File: src/rtl/pipe_ctrl.sv
// rtl/pipe_ctrl.sv - pipeline stall/flush/halt controller with stall watchdog
module pipe_ctrl #(
  parameter logic [31:0] EXC_VECTOR    = 32'h0000_0020,
  parameter int          DRAIN_CYCLES  = 4,
  parameter int          STALL_TIMEOUT = 1024,
  parameter int          CNT_W         = 11
) (
  input  logic        clk,
  input  logic        rst,
  input  logic        stallreq_if,
  input  logic        stallreq_id,
  input  logic        stallreq_ex,
  input  logic        stallreq_mem,
  input  logic        excp_valid,
  input  logic        excp_eret,
  input  logic [31:0] epc,
  input  logic        halt_req,
  output logic [5:0]  stall,
  output logic        flush,
  output logic [31:0] new_pc,
  output logic        halt_ack,
  output logic        stall_timeout
);

  localparam int DW = $clog2(DRAIN_CYCLES + 1);
  localparam logic [DW-1:0]    DRAIN_LAST = DW'(DRAIN_CYCLES - 1);
  localparam logic [DW-1:0]    DRAIN_ONE  = DW'(1);
  localparam logic [CNT_W-1:0] CNT_MAX    = CNT_W'(STALL_TIMEOUT);
  localparam logic [CNT_W-1:0] CNT_ONE    = CNT_W'(1);

  typedef enum logic [1:0] {RUN, DRAIN, HALTED} state_t;

  state_t           state, state_nxt;
  logic [DW-1:0]    drain_cnt, drain_cnt_nxt;
  logic [CNT_W-1:0] stall_cnt, stall_cnt_nxt;
  logic             timeout_q;
  logic             excp_acc;

  // An exception held behind a MEM stall is not taken; MEM keeps it alive.
  assign excp_acc = rst & excp_valid & ~stallreq_mem;

  always_comb begin
    stall = 6'b000000;
    if (!rst || excp_acc)   stall = 6'b000000;
    else if (stallreq_mem)  stall = 6'b011111;
    else if (stallreq_ex)   stall = 6'b001111;
    else if (stallreq_id)   stall = 6'b000111;
    else if (stallreq_if)   stall = 6'b000011;
    else if (state != RUN)  stall = 6'b000011;
  end

  assign flush         = excp_acc;
  assign new_pc        = excp_acc ? (excp_eret ? epc : EXC_VECTOR) : 32'h0;
  assign halt_ack      = (state == HALTED);
  assign stall_timeout = timeout_q;

  always_comb begin
    state_nxt     = state;
    drain_cnt_nxt = drain_cnt;
    case (state)
      RUN: begin
        if (halt_req) begin
          state_nxt     = DRAIN;
          drain_cnt_nxt = '0;
        end
      end
      DRAIN: begin
        if (!halt_req) begin
          state_nxt = RUN;
        end else if (excp_acc) begin
          // Redirect refills IF, so draining starts over.
          drain_cnt_nxt = '0;
        end else if (stall[5:2] == 4'b0000) begin
          if (drain_cnt == DRAIN_LAST) state_nxt = HALTED;
          else drain_cnt_nxt = drain_cnt + DRAIN_ONE;
        end
      end
      HALTED: begin
        if (!halt_req) state_nxt = RUN;
      end
      default: state_nxt = RUN;
    endcase
  end

  always_comb begin
    stall_cnt_nxt = '0;
    if (state == RUN && stall[0] && !flush)
      stall_cnt_nxt = (stall_cnt == CNT_MAX) ? stall_cnt : stall_cnt + CNT_ONE;
  end

  always_ff @(posedge clk or negedge rst) begin
    if (!rst) begin
      state     <= RUN;
      drain_cnt <= '0;
      stall_cnt <= '0;
      timeout_q <= 1'b0;
    end else begin
      state     <= state_nxt;
      drain_cnt <= drain_cnt_nxt;
      stall_cnt <= stall_cnt_nxt;
      timeout_q <= timeout_q | (stall_cnt == CNT_MAX);
    end
  end

endmodule

File: config.mk
export PLATFORM = sky130hd
export DESIGN_NAME = pipe_ctrl
export DESIGN_NICKNAME = d
export VERILOG_FILES = /design/src/rtl/pipe_ctrl.sv
export SDC_FILE = /design/constraint.sdc
export NUM_CORES = 1
export LEC_CHECK = 0
export ABC_AREA = 1
export ABC_CLOCK_PERIOD_IN_PS = 2180
export CAP_MARGIN = 20
export CORE_ASPECT_RATIO = 1.5
export CORE_UTILIZATION = 41
export CTS_BUF_LIST = sky130_fd_sc_hd__clkbuf_2
export CTS_CLUSTER_DIAMETER = 120
export DETAILED_ROUTE_END_ITERATION = 8
export GPL_ROUTABILITY_DRIVEN = 0
export PLACE_DENSITY = 0.87
export SLEW_MARGIN = 40
export SYNTH_ARGS = -nofsm -noshare
export SYNTH_HDL_FRONTEND = slang
export SYNTH_SLANG_ARGS = --single-unit
File: constraint.sdc
create_clock -name clk -period 2.18 [get_ports clk]
set_input_delay 0.436 -clock clk [delete_from_list [all_inputs] [get_ports clk]]
set_output_delay 0.436 -clock clk [all_outputs]
set_load 0.02 [all_outputs]
==> results of run 1 <==
==> flip-flops by register name (all words and copies together) (netlist names) <==
signal and count:
stall_cnt 11, stall_timeout 1, drain_cnt 3, state 2
==> area by class of cell <==
cell class | instances | share of cell area
clock buffers | 3 | 0.00677
clock inverters | 1 | 0.00226
inverters | 29 | 0.0491
multi-input cells | 169 | 0.351
flip-flops and latches | 17 | 0.192
well taps | 40 | 0.0226
repair buffers | 88 | 0.376
==> layer usage <==
| metal | GRT usage | up-vias | wire (um) |
|---|---|---|---|
| met3 | 0.0503 | 11 | 292 |
| met4 | 0.0588 | 0 | 69 |
| met5 | 0 | - | 0 |
| met2 | 0.452 | 89 | 2040 |
| li1 | - | 837 | - |
| met1 | 0.259 | 712 | 1620 |
==> synth_stat cells, types with 3 or more instances <==
cell type,count,area [sq um]
nand2_1,67,251
nor2_1,60,225
inv_1,25,93.8
dfrtp_1,17,425
nand3_1,10,50.1
a21oi_1,5,25.0
nand3_2,5,50.1
ha_1,4,50.1
inv_2,4,15.0
nor3_1,4,20.0
buf_2,3,15.0
clkbuf_1,3,11.3
==> per-stage QoR <==
step | cells | cell area (sq um) | setup TNS, ns | utilization
after detailed placement | 343 | 2250 | -10.94 | 0.712
final | 347 | 2220 | 0 | 0.702
after global placement | 343 | 2250 | -10.35 | 0.712
after global routing | 347 | 2220 | 0 | 0.702
after CTS | 347 | 2280 | 0 | 0.720
after floorplan | 223 | 1360 | 0 | -
==> kinds of logic after synthesis <==
logic type | after synthesis
and+or+nand+nor | 152
xor gates and xnor gates | 2
DFF | 17
adders and majority gates | 4
buffers and inverters | 37
AOI/OAI and AO/OA | 10
other | 1
==> worst min-delay path, cell delays in order <==
cell,delay [ns]
dlygate4sd2_1,0.30
buf_4,0.15
buf_4,0.24
==> cell usage in the layout, fill, tap and decap left out, types with 6 or more instances in the layout <==
| cell | netlist | routed |
|---|---|---|
| clkdlybuf4s50_1 | 0 | 40 |
| clkbuf_2 | 0 | 14 |
| buf_4 | 2 | 6 |
| clkdlybuf4s15_1 | 0 | 16 |
| nand3_1 | 10 | 10 |
| nand2_1 | 67 | 67 |
| dfrtp_1 | 17 | 17 |
| clkdlybuf4s15_2 | 0 | 8 |
| inv_1 | 25 | 25 |
| nor2_1 | 60 | 60 |
==> worst min path at each step <==
stage	endpoint	slack (ns)	cells past startpoint
detailed placement	stall_timeout	0.46	2
floorplan	drain_cnt[0]	0.14	0
finish	drain_cnt[2]	0.40	3
CTS	stall_cnt[8]	0.41	3
global route	drain_cnt[0]	0.42	3
global placement	stall_timeout	0.45	2
==> what timing repair did <==
item | 4_1_cts | 5_1_grt
endpoints found under the hold margin | 0 | 0
resized for setup | 83 | 14
hold buffers | 0 | 0
setup buffers | 0 | 0
setup endpoints to repair | 38 | 29
==> power by group through the flow <==
stage          clock network, mW  logic, mW  registers (mW)
6_report                   0.153      0.330           0.366
5_1_grt                    0.168      0.366           0.369
4_1_cts                    0.155      0.333           0.366
3_5_place_dp                   0      0.340           0.372
3_3_place_gp                   0      0.333           0.371
2_1_floorplan                  0      0.181           0.366
==> results.json, run 1 <==
{
  "outcome": "completed",
  "worstSetupStartpointType": "input pin",
  "synth-seq-cells": 17,
  "async_reset_ff_frac": 1.00,
  "holdWs_ns": 0.396,
  "synth_compound_area_frac": 0.0489,
  "die_area_sq_um": 3540,
  "synth_cell_type_count": 23,
  "die_y_um": 72.4,
  "power_frac_clock": 0.180,
  "path_cells": "clkdlybuf4s50_1 > inv_2 > a21oi_4 > inv_2 > a21oi_2 > clkdlybuf4s15_2",
  "antenna_found_initial": 0,
  "maxCapViolCount": 0,
  "clk_pin_slew_worst_paths_ns": 0.18,
  "cts_root_buf": "clkbuf_2",
  "synth_edf_count": 0,
  "cp.depth": 6,
  "vias": 1649,
  "cts.path.max_buffers": 2,
  "r2r-end": "stall_cnt[0]",
  "cts-buffers-inserted": 3,
  "crit_path_frequent_cell": "inv_2",
  "die_w_um": 48.9,
  "crit_fanout": 3,
  "rsz0062_at_grt": "no",
  "synth_xor_area_frac": 0.0129,
  "post-route-min-period_ns": 2.13,
  "gr-total-overflow": 0,
  "muxShareOfSynthArea": 0,
  "antenna_left": 0,
  "combPwrFrac": 0.388,
  "cts_tree": "done",
  "synth_top_family_by_area": "simple AND/OR/NAND/NOR gates",
  "start_util": 0.429,
  "rrSetupSlack_ns": 0.74,
  "yosysWarnings": 0,
  "avgViaCountPerCell": 4.75,
  "p_per_area_nw_per_um2": 383,
  "cp.arrival_ns": 1.69,
  "rows": 25,
  "vdd_drop_max_uv": 411,
  "fmax_mhz": 469,
  "layout.nets": 353,
  "final_layout_size_suffix_gt1_frac": 0.150,
  "dr.pass1.iters": 4,
  "power_mw": 0.850,
  "n_fill_cell": 282,
  "p_seq_frac": 0.431,
  "slew_violations": 0,
  "dominantRegCellSynth": "dfrtp_1",
  "wl_per_cell_um": 11.6,
  "internal_power_mw": 0.540,
  "reg2regPathDepth": 10,
  "max_stage_delay_ns": 0.50,
  "final.setup.worst_slack_ns": 0.0493,
  "syn_area_sq_um": 1360,
  "grt_pass1_wl_mm": 6.48,
  "routed_wirelength_mm": 4.02,
  "post-route-period-util": 0.977,
  "critical_path.slowest_cell": "clkdlybuf4s50_1",
  "grt.total_usage": 0.236,
  "critical_path.startpoint": "stallreq_mem",
  "top_level_ports": 82,
  "drc": 0,
  "syn-num-nets": 268,
  "p_sw_mw": 0.309,
  "fp.coreArea_sq_um": 3160,
  "switching_share": 0.364,
  "yosysSeqAreaShare": 0.314,
  "fin_skew_ns": 0.00447,
  "critPathTopFamily": "buffers and inverters",
  "synth_fa_ha_area_frac": 0.0369,
  "io_buffers": 80,
  "clock_latency_ns": 0.32,
  "grt_pass1_vias": 1453,
  "clock_sinks": 17,
  "cp_data_required_time_ns": 1.74,
  "antenna_cells": 0,
  "dp_hpwl_mm": 3.27,
  "grt_max_degree": 37,
  "pre_cts_ws_ns": -0.349,
  "synth-simple-area-share": 0.474,
  "critical_path.endpoint_type": "output port",
  "syn2layout_area_growth_pct": 63.7,
  "cts_max_level": 1,
  "multiInputGateArea_sq_um": 779,
  "crit_type": "input pin to output port",
  "p_leak_nw": 1.10,
  "synth.avg_cell_area_sq_um": 6.08,
  "cp-endpoint": "stall[0]",
  "drt_iter0_drc": 54,
  "report.final.setup_viol": 0,
  "finalHoldViolCount": 0,
  "cp.buffers_inverters": 4,
  "reg2reg_from": "stall_cnt[0]",
  "synthesis.instances": 223,
  "hp-class": "input pin to asynchronous set/reset pin",
  "regArea_sq_um": 425
}
Note: power is estimated with default switching activity, not from simulation.
==> run 2, diff against run 1 <==
Settings changed: CTS_CLUSTER_SIZE set to 8.
==> results of run 2 <==
Final layout, timing and power as in run 1 (identical DEF).
